$ cat src/rtl/mfp_adc_max10_stub_if.sv
// ADC command/response bundle between a sequencer client and the ADC responder.
// master: drives commands and receives responses; slave: the ADC side.
// The response path has no ready signal; beats are single-cycle pulses.
interface mfp_adc_max10_stub_if;
   logic        ADC_C_Valid;
   logic [4:0]  ADC_C_Channel;
   logic        ADC_C_SOP;
   logic        ADC_C_EOP;
   logic        ADC_C_Ready;
   logic        ADC_R_Valid;
   logic [4:0]  ADC_R_Channel;
   logic [11:0] ADC_R_Data;
   logic        ADC_R_SOP;
   logic        ADC_R_EOP;

   modport master (
      output ADC_C_Valid, ADC_C_Channel, ADC_C_SOP, ADC_C_EOP,
      input  ADC_C_Ready,
      input  ADC_R_Valid, ADC_R_Channel, ADC_R_Data, ADC_R_SOP, ADC_R_EOP
   );

   modport slave (
      input  ADC_C_Valid, ADC_C_Channel, ADC_C_SOP, ADC_C_EOP,
      output ADC_C_Ready,
      output ADC_R_Valid, ADC_R_Channel, ADC_R_Data, ADC_R_SOP, ADC_R_EOP
   );
endinterface

$ cat src/rtl/mfp_adc_max10_stub.sv
// Purpose: stand-in for the MAX10 modular ADC sequencer; echoes each command with pattern data.
// Latency: accept in cycle 0 (idle, empty) -> response pulse in cycle CONV_CYCLES+2.
// Backpressure: ADC_C_Ready = !full of the command FIFO; responses cannot be stalled.
// Optional macro ADC_STUB_EXT_DATA_EN adds ext_data/ext_sel to override the sample data.
module mfp_adc_max10_stub #(
   parameter int CONV_CYCLES = 16,   // 1..255
   parameter int FIFO_DEPTH  = 4     // power of 2, 2..16
) (
   input  logic                CLK,
   input  logic                RESETn,
`ifdef ADC_STUB_EXT_DATA_EN
   input  logic [11:0]         ext_data,
   input  logic                ext_sel,
`endif
   mfp_adc_max10_stub_if.slave adc
);
   localparam int         AW       = $clog2(FIFO_DEPTH);
   localparam logic [AW:0] DEPTH_C  = (AW+1)'(FIFO_DEPTH);
   localparam logic [7:0]  CNT_LOAD = 8'(CONV_CYCLES - 1);

   localparam logic [1:0] S_IDLE = 2'd0;
   localparam logic [1:0] S_CONV = 2'd1;
   localparam logic [1:0] S_RESP = 2'd2;

   // Command FIFO: entry = {channel, sop, eop}
   logic [6:0]    r_mem [FIFO_DEPTH];
   logic [AW-1:0] r_wp;
   logic [AW-1:0] r_rp;
   logic [AW:0]   r_cnt;

   // Sequencer state and working register
   logic [1:0]  r_state;
   logic [7:0]  r_tmr;
   logic [4:0]  r_ch;
   logic        r_sop;
   logic        r_eop;
   logic [6:0]  r_seq;
   logic        r_rdy_en;

   logic        w_full;
   logic        w_empty;
   logic        w_push;
   logic        w_pop;
   logic        w_resp;
   logic [11:0] w_pat;
   logic [11:0] w_data;

   assign w_full  = (r_cnt == DEPTH_C);
   assign w_empty = (r_cnt == '0);
   // Ready is held low through reset and rises on the first edge after release.
   assign adc.ADC_C_Ready = r_rdy_en & ~w_full;
   assign w_push  = adc.ADC_C_Valid & adc.ADC_C_Ready;
   // The sequencer only takes a new command from IDLE.
   assign w_pop   = (r_state == S_IDLE) & ~w_empty;
   assign w_resp  = (r_state == S_RESP);

   // FIFO storage write; contents need no reset since the count gates reads.
   always_ff @(posedge CLK) begin
      if (w_push) begin
         r_mem[r_wp] <= {adc.ADC_C_Channel, adc.ADC_C_SOP, adc.ADC_C_EOP};
      end
   end

   // FIFO pointers and occupancy; simultaneous push and pop keep the count.
   always_ff @(posedge CLK or negedge RESETn) begin
      if (!RESETn) begin
         r_wp     <= '0;
         r_rp     <= '0;
         r_cnt    <= '0;
         r_rdy_en <= 1'b0;
      end else begin
         r_rdy_en <= 1'b1;
         if (w_push) r_wp <= r_wp + 1'b1;
         if (w_pop)  r_rp <= r_rp + 1'b1;
         if (w_push && !w_pop) begin
            r_cnt <= r_cnt + 1'b1;
         end else if (!w_push && w_pop) begin
            r_cnt <= r_cnt - 1'b1;
         end
      end
   end

   // Conversion sequencer: IDLE pops, CONV counts down, RESP emits one beat.
   always_ff @(posedge CLK or negedge RESETn) begin
      if (!RESETn) begin
         r_state <= S_IDLE;
         r_tmr   <= '0;
         r_ch    <= '0;
         r_sop   <= 1'b0;
         r_eop   <= 1'b0;
         r_seq   <= '0;
      end else begin
         case (r_state)
            S_IDLE: begin
               if (!w_empty) begin
                  {r_ch, r_sop, r_eop} <= r_mem[r_rp];
                  r_tmr   <= CNT_LOAD;
                  r_state <= S_CONV;
               end
            end
            S_CONV: begin
               if (r_tmr == 8'd0) begin
                  r_state <= S_RESP;
               end else begin
                  r_tmr <= r_tmr - 1'b1;
               end
            end
            S_RESP: begin
               // seq advances for every response, including out-of-range channels
               r_seq   <= r_seq + 1'b1;
               r_state <= S_IDLE;
            end
            default: r_state <= S_IDLE;
         endcase
      end
   end

   // Sample data: channel/sequence pattern for real channels, all-ones otherwise.
   always_comb begin
      w_pat = (r_ch <= 5'd17) ? {r_ch, r_seq} : 12'hFFF;
`ifdef ADC_STUB_EXT_DATA_EN
      w_data = ext_sel ? ext_data : w_pat;
`else
      w_data = w_pat;
`endif
   end

   // Response fields are forced to zero outside the single RESP cycle.
   assign adc.ADC_R_Valid   = w_resp;
   assign adc.ADC_R_Channel = w_resp ? r_ch   : 5'd0;
   assign adc.ADC_R_Data    = w_resp ? w_data : 12'd0;
   assign adc.ADC_R_SOP     = w_resp & r_sop;
   assign adc.ADC_R_EOP     = w_resp & r_eop;

endmodule
$ cat src/flat_wrapper.sv
// flat-port wrapper written by rule: the top's interface ports become plain ports
module mfp_adc_max10_stub_flat 
#(
   parameter int CONV_CYCLES = 16,            
   parameter int FIFO_DEPTH  = 4                         
)
  (CLK, RESETn, adc_ADC_C_Valid, adc_ADC_C_Channel, adc_ADC_C_SOP, adc_ADC_C_EOP, adc_ADC_C_Ready, adc_ADC_R_Valid, adc_ADC_R_Channel, adc_ADC_R_Data, adc_ADC_R_SOP, adc_ADC_R_EOP);
  mfp_adc_max10_stub_if adc_i ();
  input  logic CLK;
  input  logic RESETn;
  input wire logic [$bits(adc_i.ADC_C_Valid)-1:0] adc_ADC_C_Valid;
  input wire logic [$bits(adc_i.ADC_C_Channel)-1:0] adc_ADC_C_Channel;
  input wire logic [$bits(adc_i.ADC_C_SOP)-1:0] adc_ADC_C_SOP;
  input wire logic [$bits(adc_i.ADC_C_EOP)-1:0] adc_ADC_C_EOP;
  output wire logic [$bits(adc_i.ADC_C_Ready)-1:0] adc_ADC_C_Ready;
  output wire logic [$bits(adc_i.ADC_R_Valid)-1:0] adc_ADC_R_Valid;
  output wire logic [$bits(adc_i.ADC_R_Channel)-1:0] adc_ADC_R_Channel;
  output wire logic [$bits(adc_i.ADC_R_Data)-1:0] adc_ADC_R_Data;
  output wire logic [$bits(adc_i.ADC_R_SOP)-1:0] adc_ADC_R_SOP;
  output wire logic [$bits(adc_i.ADC_R_EOP)-1:0] adc_ADC_R_EOP;
  assign adc_i.ADC_C_Valid = adc_ADC_C_Valid;
  assign adc_i.ADC_C_Channel = adc_ADC_C_Channel;
  assign adc_i.ADC_C_SOP = adc_ADC_C_SOP;
  assign adc_i.ADC_C_EOP = adc_ADC_C_EOP;
  assign adc_ADC_C_Ready = adc_i.ADC_C_Ready;
  assign adc_ADC_R_Valid = adc_i.ADC_R_Valid;
  assign adc_ADC_R_Channel = adc_i.ADC_R_Channel;
  assign adc_ADC_R_Data = adc_i.ADC_R_Data;
  assign adc_ADC_R_SOP = adc_i.ADC_R_SOP;
  assign adc_ADC_R_EOP = adc_i.ADC_R_EOP;
  mfp_adc_max10_stub #(.CONV_CYCLES(CONV_CYCLES), .FIFO_DEPTH(FIFO_DEPTH)) u_core (.CLK(CLK), .RESETn(RESETn), .adc(adc_i));
endmodule
$ cat config.mk
export PLATFORM = sky130hd
export DESIGN_NAME = mfp_adc_max10_stub_flat
export DESIGN_NICKNAME = d
export VERILOG_FILES = /design/src/rtl/mfp_adc_max10_stub_if.sv /design/src/rtl/mfp_adc_max10_stub.sv /design/src/flat_wrapper.sv
export SDC_FILE = /design/constraint.sdc
export NUM_CORES = 1
export LEC_CHECK = 0
export CAP_MARGIN = 0
export CORE_UTILIZATION = 46
export DETAILED_ROUTE_END_ITERATION = 6
export PLACE_DENSITY = 0.69
export SLEW_MARGIN = 0
export SYNTH_ARGS = -nofsm -noshare
export SYNTH_HDL_FRONTEND = slang
export SYNTH_SLANG_ARGS = --single-unit
$ cat constraint.sdc
create_clock -name CLK -period 2.71 [get_ports CLK]
set_input_delay 0.271 -clock CLK [delete_from_list [all_inputs] [get_ports CLK]]
set_output_delay 0.271 -clock CLK [all_outputs]
set_load 0.1 [all_outputs]
==> impl_metrics.toml, run 1 <==
[status]
status = "finished clean"

[sta]
rsz0062_at_grt = "false"
slew_violations = 0
fin_crit_sh_pct = 81.7
fin_setup_tns_ps = 0
fin_skew_ps = 8.74
clock.fmax_ghz = 0.452
maxSlewHeadroom_pct = 65.5
setup_viol_count_final = 0
worstMarginPinSlew_ps = 518
min_period_ps = 2210
final-hold-violation-count = 0

[synth]
seq_area_frac_synth_pct = 61.7
synth_cell_types = 39
yosysTopAreaCell = "edfxtp_1"
synth_cells = 204
synth_edf_count = 28
synth_flop_cell = "dfrtp_1"
ys_ff_latch = 60
syn_area_sq_mm = 0.00266
ys.warnings.count = 0
synth_area_leaders = "edfxtp_1, dfrtp_1, mux4_2"
syn_nets = 223
avgSynthCellArea_sq_um = 13.1
synth_top_area_share_pct = 31.6
async_flop_share_pct = 53.3

[grt]
grt_pass1_vias = 1517
grt_pass1_wl_um = 7480
gr-max-usage-layer = "met2"
antenna_found_initial = 0
use_met3_pct = 5.70
grt_max_degree = 33
overflow = 0
track_usage_pct = 16.7
use_met2_pct = 24.3
global_route.usage.met1_pct = 22.4

[setup_path]
rr_worst_depth = 9
endpoint_kind = "register"
worst_ep_required_time_ps = 2970
cp_max_fo = 6
start_kind = "register"
reg2reg_to = "u_core.r_cnt[2]"
r2r_start = "u_core.r_cnt[0]"
worst-setup-path-type = "reg2reg"
arrival_ps = 2470
ff2ff_setup_slack_ps = 500

[layout]
area.sequential_sq_mm = 0.00164
multiInputGateArea_sq_um = 971
nets = 262
n_antenna_cell = 0
fin_util_pct = 62.7
final_area_sq_mm = 0.00348
area_growth_pct = 30.5
n_fill_cell = 432
drive_gt1_share_pct = 23.8
instances_no_fill = 320

[floorplanning]
core-area_sq_mm = 0.00554
ios = 31
start_util_pct = 48.1
std_cell_rows = 27
die_w_um = 78.1
die_h_um = 78.1
dieArea_sq_mm = 0.00610

[placed_design]
gp_congestion = 0.759
dp_cells = 304
dpl_cell_area_sq_mm = 0.00327
port_buffers = 30
place_hpwl_um = 3120

[routing]
vias = 1606
wl_per_cell_um = 13.8
via_per_inst = 5.02
drt_wl_total_um = 4420
drt.antenna.violating_nets = 0
drt-pass1-iter-count = 4
dr.first_iter.drc_count = 105
drcViolationCount = 0

[power]
vdd_ir_drop_max_mv = 0.549
p_int_uw = 2090
pwr-share-comb_pct = 28.1
p_clk_share_pct = 25.9
p_leak_uw = 0.00147
switching_share_pct = 32.7
pwr-share-seq_pct = 46.1
power_density_mw_per_mm2 = 893
p_sw_uw = 1020

[clock_tree]
htreeDepth = 3
root_buffer = "clkbuf_8"
tritoncts = "built"
clk_latency_ps = 330
cts_buffers = 9
cts-resized-gates = 0
cts_setup_buffers = 0
cts.sinks = 60
cts_hold_buf = 0
clkTransAtPathRegs_ps = 70
clockBufferDepth = 2

[hold_path]
hold_class = "in2async"

[run]
cap_viol_max_count = 0
## cells by family (layout without fill, tap and decap cells)
logic type | Yosys count | in the layout | share of synthesized area, %
simple gates | 84 | 84 | 16.4
flops | 60 | 60 | 61.7
buf+inv | 15 | 59 | 2.35
mux | 14 | 14 | 8.69
xor+xnor | 12 | 12 | 3.95
fa+ha+maj | 9 | 9 | 4.51
compound gates | 9 | 9 | 2.30
other cells | 1 | 1 | 0.141
## metal layers
layer	vias up	routed length, um
li1	788	-
met1	770	2070
met2	39	2100
met3	9	183
met4	0	70
met5	-	0
## synth_stat cells, types with 2 or more instances
library cell,instances
ha_1,8
xnor2_1,9
and2_1,8
nand4_1,3
mux2_2,3
nor4_1,2
xor2_1,3
nand3_1,2
inv_1,7
buf_2,5
and3_1,5
nand2b_1,5
mux4_2,7
dfrtp_1,32
nor2_1,5
nand2_1,41
mux2i_1,4
clkbuf_1,2
nor3_1,4
a21oi_1,3
edfxtp_1,28
## layout make-up
| type | count | share of cell area, % |
|---|---|---|
| sequential | 60 | 47.2 |
| multi-input combinational | 129 | 27.9 |
| timing repair buffer | 36 | 15.6 |
| clock buffer | 12 | 4.46 |
| tap | 72 | 2.59 |
| clock inverter | 4 | 1.40 |
| inverter | 7 | 0.756 |
## through the flow
step	power (uW)	hold WS, ps	worst slack, ps
6_report	3100	337	497
5_1_grt	3320	390	392
4_1_cts	3140	344	498
3_5_place_dp	2330	467	473
3_3_place_gp	2290	450	587
2_1_floorplan	2090	-24.6	-23.0
## worst max-delay path, stage by stage (launching register included)
cell and delay, ps:
dfrtp_1 440, nor2_1 110, a21boi_4 200, and2_0 250
ha_1 230, inv_1 60, fa_1 370, xor2_1 170
nor2_1 120, xor2_1 170
## cells in the final DEF (no fill, tap or decap), drive strengths merged, types with 2 or more instances in the layout
cell type,netlist,routed
nand2,41,41
dfrtp,32,32
edfxtp,28,28
buf,6,27
clkbuf,2,12
xnor2,9,9
clkdlybuf4s50,0,9
and2,9,9
ha,8,8
inv,7,7
mux4,7,7
nor2,6,6
nand2b,6,6
and3,5,5
nor3,4,4
mux2i,4,4
a21oi,3,3
mux2,3,3
nand4,3,3
xor2,3,3
clkinv,0,3
nor4,2,2
nand3,2,2
## how the worst max path moves through the flow
stage,start,endpoint,slack [ps],cells past startpoint
after floorplan,u_core.r_state[0],adc_ADC_R_Data[7],-20,4
after global placement,adc_ADC_C_Valid,u_core.r_cnt[2],590,8
after detailed placement,adc_ADC_C_Valid,u_core.r_cnt[2],470,8
after CTS,u_core.r_cnt[0],u_core.r_cnt[2],500,9
after global routing,u_core.r_cnt[0],u_core.r_cnt[2],390,9
final,u_core.r_cnt[0],u_core.r_cnt[2],500,9
## power groups by stage
stage / sequential [uW] / clock, uW / combinational, uW
after global placement: 1440 / 0 / 851
after CTS: 1430 / 823 / 882
after floorplan: 1340 / 0 / 743
final: 1430 / 802 / 871
after global routing: 1470 / 869 / 983
after detailed placement: 1450 / 0 / 882
## registers in the layout, summed over array words and instances, names as in the netlist, 2 cells and up
signal	count
u_core.r_tmr	8
u_core.r_wp	2
u_core.r_seq	7
u_core.r_state	2
u_core.r_rp	2
u_core.r_mem	28
u_core.r_cnt	3
u_core.r_ch	5
(Power assumes the default switching activity.)
==> inputs of run 2 (changes only) <==
- PLACE_DENSITY: 0.69 -> 0.71
- clock period: 2.71 -> 1.95 ns (I/O delays scaled with it)
==> impl_metrics.toml, run 2 (synthesized netlist as in run 1, its figures left out) <==
[routing]
drcViolationCount = 0
via_per_inst = 5.04
vias = 1618
dr.first_iter.drc_count = 70
wl_per_cell_um = 14.0
drt_wl_total_um = 4510
drt-pass1-iter-count = 4
drt.antenna.violating_nets = 0

[floorplanning]
ios = 31
dieArea_sq_mm = 0.00610
die_w_um = 78.1
die_h_um = 78.1
start_util_pct = 48.1
std_cell_rows = 27
core-area_sq_mm = 0.00554

[setup_path]
ff2ff_setup_slack_ps = 70
worst-setup-path-type = "reg2reg"
endpoint_kind = "register"
cp_max_fo = 3
worst_ep_required_time_ps = 2200
arrival_ps = 2140
start_kind = "register"

[layout]
max_flop_register = "u_core.r_mem"
n_fill_cell = 431
area_growth_pct = 37.6
n_antenna_cell = 0
multiInputGateArea_sq_mm = 0.00111
area.sequential_sq_mm = 0.00165
largest_reg_flops = 28
final_cell_mix = "nand2_1, dfrtp_1, edfxtp_1, buf_12"
drive_gt1_share_pct = 34.5
final_common_cell = "nand2_1"
largestRegisters = "u_core.r_mem: 28 flops, u_core.r_tmr: 8 flops, u_core.r_seq: 7 flops"
nets = 263

[sta]
holdWs_ps = 255
worstMarginPinSlew_ps = 503
maxSlewHeadroom_pct = 66.4
clock.fmax_ghz = 0.531
final.setup.worst_slack_ps = 67.7
slew_violations = 0
min_period_ps = 1880
fin_skew_ps = 7.31
fin_setup_tns_ps = 0
setup_viol_count_final = 0
fin_crit_sh_pct = 96.5
rsz0062_at_grt = "true"
final-hold-violation-count = 0

[clock_tree]
clk_latency_ps = 340
htreeDepth = 3
clockBufferDepth = 2
cts.sinks = 60
cts_setup_buffers = 0
root_buffer = "clkbuf_8"
cts_buffers = 9
clkTransAtPathRegs_ps = 70
tritoncts = "built"

[grt]
antenna_found_initial = 0
grt_pass1_wl_um = 7810
grt_max_degree = 33
grt_pass1_vias = 1670
overflow = 0
track_usage_pct = 17.5

[status]
status = "finished clean"

[power]
pwr-share-comb_pct = 28.3
switching_share_pct = 32.8
pwr-share-seq_pct = 44.7
p_sw_uw = 1480
p_leak_uw = 0.00150
total_power_uw = 4500
p_int_uw = 3020
p_clk_share_pct = 26.9
vdd_ir_drop_max_mv = 0.876
power_density_mw_per_mm2 = 1230

[placed_design]
place_hpwl_um = 3220
gp_congestion = 0.777
port_buffers = 30
dpl_worst_slack_ps = -18.5

[run]
cap_viol_max_count = 0

[hold_path]
hold_class = "in2async"
-- run 2: cell count changes in the layout (fill, tap and decap cells not counted), sizes merged --
cell and delta:
clkinv -2, buf +1, bufinv +1, clkbuf -1, clkinvlp +1, inv +1
-- run 2: routing by layer --
metal,GRT usage [%],vias up,wire (um)
met3,4.53,9,192
li1,-,787,-
met2,27.5,42,2240
met5,0,-,0
met4,10.0,0,98
met1,22.0,780,1970
-- run 2: critical path, stage by stage (launching register included) --
cell and delay, ps:
dfrtp_2 440, nor3_2 200, nor3_1 80, inv_1 120
ha_4 150, inv_2 40, fa_2 340, xor2_1 150
nor2_1 120, xor2_1 160
-- run 2: final timing paths --
check                                start              end  depth (start not counted)
setup / recovery           u_core.r_cnt[2]  u_core.r_cnt[2]                          9
hold / removal                      RESETn  u_core.r_tmr[4]                          2
setup reg to reg           u_core.r_cnt[2]  u_core.r_cnt[2]                          9
hold reg to reg             u_core.r_ch[0]   u_core.r_ch[0]                          2
max in group asynchronous           RESETn  u_core.r_cnt[0]                          2
min in group CLK            u_core.r_ch[0]   u_core.r_ch[0]                          2
-- run 2: final cells by class --
type | instances | area share, %
Sequential cell | 60 | 44.9
Multi-Input combinational cell | 129 | 30.2
Timing Repair Buffer | 37 | 15.8
Clock buffer | 11 | 3.59
Tap cell | 72 | 2.46
Clock inverter | 5 | 2.32
Inverter | 7 | 0.717
-- run 2: power by group through the flow --
stage / logic (uW) / clock network (uW) / registers [uW]
after global routing: 1430 / 1290 / 2070
after detailed placement: 1290 / 0 / 2030
final: 1270 / 1210 / 2010
after global placement: 1250 / 0 / 2020
after CTS: 1290 / 1240 / 2010
after floorplan: 1060 / 0 / 1870
-- run 2: what timing repair did --
item | 4_1_cts | 5_1_grt
hold buffers | 0 | 0
setup endpoints to repair | 4 | 13
pin swaps | 0 | 2
gates resized for setup | 2 | 4
-- run 2: stage by stage --
step	instances	area [sq um]	utilization [%]
after floorplan	204	2790	-
after global placement	305	3430	61.9
after detailed placement	305	3430	61.9
after CTS	321	3650	65.9
after global routing	321	3660	66.1
final	321	3660	66.1
==> inputs of run 3 (changes only) <==
- GPL_TIMING_DRIVEN: not set -> 0
==> impl_metrics.toml, run 3 (synthesized netlist as in run 1, its figures left out) <==
[status]
status = "finished with violations"
violations = "negative setup slack"

[setup_path]
start_kind = "register"
worst_ep_required_time_ps = 2190
endpoint_kind = "register"
cp_max_fo = 4
path_cells = "nor3_4, nor3_4, inv_2, buf_6, ha_4, inv_2, fa_2, xor2_1, nor2_1, xor2_1"
crit_path_top_delay_cell = "dfrtp_2"
arrival_ps = 2200
critPathMaxStageDelay_ps = 460
worst-setup-path-type = "reg2reg"

[sta]
fin_setup_tns_ps = -7.89
setup_viol_count_final = 1
slew_violations = 0
rsz0062_at_grt = "true"
fin_skew_ps = 4.94
worstMarginPinSlew_ps = 746
maxSlewHeadroom_pct = 50.3
min_period_ps = 1960
final.setup.worst_slack_ps = -7.89
fin_crit_sh_pct = 100
holdWs_ps = 460
clock.fmax_ghz = 0.511
final-hold-violation-count = 0

[placed_design]
dpl_cell_area_sq_mm = 0.00318
place_hpwl_um = 3180
port_buffers = 30
gp_congestion = 0.755
dp_cells = 306

[layout]
final_common_cell = "nand2_1"
nets = 281
drive_gt1_share_pct = 40.4
max_flop_register = "u_core.r_mem"
n_antenna_cell = 0
final_cell_mix = "nand2_1, dfrtp_1, edfxtp_1, buf_4, clkbuf_8"
area_growth_pct = 36.5
largestRegisters = "u_core.r_mem: 28 flops, u_core.r_tmr: 8 flops, u_core.r_seq: 7 flops"
instances_no_fill = 339
largest_reg_flops = 28
final_area_sq_mm = 0.00363

[run]
cap_viol_max_count = 0

[floorplanning]
core-area_sq_mm = 0.00554
dieArea_sq_mm = 0.00610
die_w_um = 78.1
ios = 31
die_h_um = 78.1
start_util_pct = 48.1
std_cell_rows = 27

[power]
p_clk_share_pct = 24.9
switching_share_pct = 32.7
pwr-share-comb_pct = 33.2
pwr-share-seq_pct = 41.9
p_int_uw = 3150
vdd_ir_drop_max_mv = 0.733
p_sw_uw = 1530
p_leak_uw = 0.00154
power_density_mw_per_mm2 = 1290
total_power_uw = 4690

[clock_tree]
clkTransAtPathRegs_ps = 70
cts.sinks = 60
clockBufferDepth = 2
tritoncts = "built"
clk_latency_ps = 330
htreeDepth = 3
cts_buffers = 9
root_buffer = "clkbuf_8"

[routing]
via_per_inst = 5.02
drcViolationCount = 0
wl_per_cell_um = 14.3
dr.first_iter.drc_count = 55
drt.antenna.violating_nets = 0
drt_wl_total_um = 4860
drt-pass1-iter-count = 4
vias = 1701

[grt]
overflow = 0
antenna_found_initial = 0
grt_pass1_vias = 1760
grt_max_degree = 33
grt_pass1_wl_um = 8400
track_usage_pct = 18.6

[hold_path]
hold_class = "in2async"
run 3: layer usage:
metal | GRT usage (%) | wire length (um) | vias up
met3 | 3.60 | 151 | 13
met2 | 30.0 | 2370 | 37
met4 | 10.0 | 155 | 0
met1 | 23.9 | 2190 | 821
li1 | - | - | 830
met5 | 0 | 0 | -
run 3: area by class of cell:
| cell class | instances | area, sq um |
|---|---|---|
| well taps | 72 | 90.1 |
| clock inverters | 6 | 78.8 |
| multi-input cells | 129 | 1130 |
| inverters | 7 | 26.3 |
| fillers | 433 | 1910 |
| repair buffers | 47 | 469 |
| plain buffers | 8 | 62.6 |
| clock buffers | 10 | 128 |
| flip-flops and latches | 60 | 1650 |
run 3: worst max-delay path, delay by kind of cell (launching register included):
kind | cells | cell delay [ps]
xor gates and xnor gates | 2 | 300
adders and majority gates | 2 | 440
buffers and inverters | 3 | 210
and+or+nand+nor | 3 | 450
DFF | 1 | 460
run 3: worst paths after layout:
kind	cells after the start	to	startpoint	slack, ps
setup / recovery	10	u_core.r_cnt[2]	u_core.r_cnt[0]	-8
hold / removal	2	u_core.r_tmr[4]	RESETn	460
setup reg to reg	10	u_core.r_cnt[2]	u_core.r_cnt[0]	-8
hold reg to reg	2	u_core.r_sop	u_core.r_sop	460
max in group asynchronous	2	u_core.r_cnt[2]	RESETn	950
min in group CLK	2	u_core.r_sop	u_core.r_sop	460
run 3: power by group through the flow:
stage	Combinational, uW	Sequential, uW	Clock [uW]
2_1_floorplan	1060	1870	0
3_3_place_gp	1290	1920	0
3_5_place_dp	1320	1930	0
4_1_cts	1530	1960	1200
5_1_grt	1750	2010	1260
6_report	1560	1960	1170
run 3: per-stage QoR:
step	util (%)	setup slack, ps
final	65.6	-7.89
after global routing	65.6	-100
after CTS	64.2	-11.5
after detailed placement	57.4	-897
after global placement	57.5	-849
after floorplan	-	-442
run 3: what timing repair did:
item | 4_1_cts | 5_1_grt
gates cloned | 1 | 0
endpoints found under the setup margin | 24 | 21
hold buffers | 1 | 0
hold endpoints to repair | 32 | 0
resized for setup | 148 | 13
buffers inserted | 12 | 3
pin swaps | 5 | 6
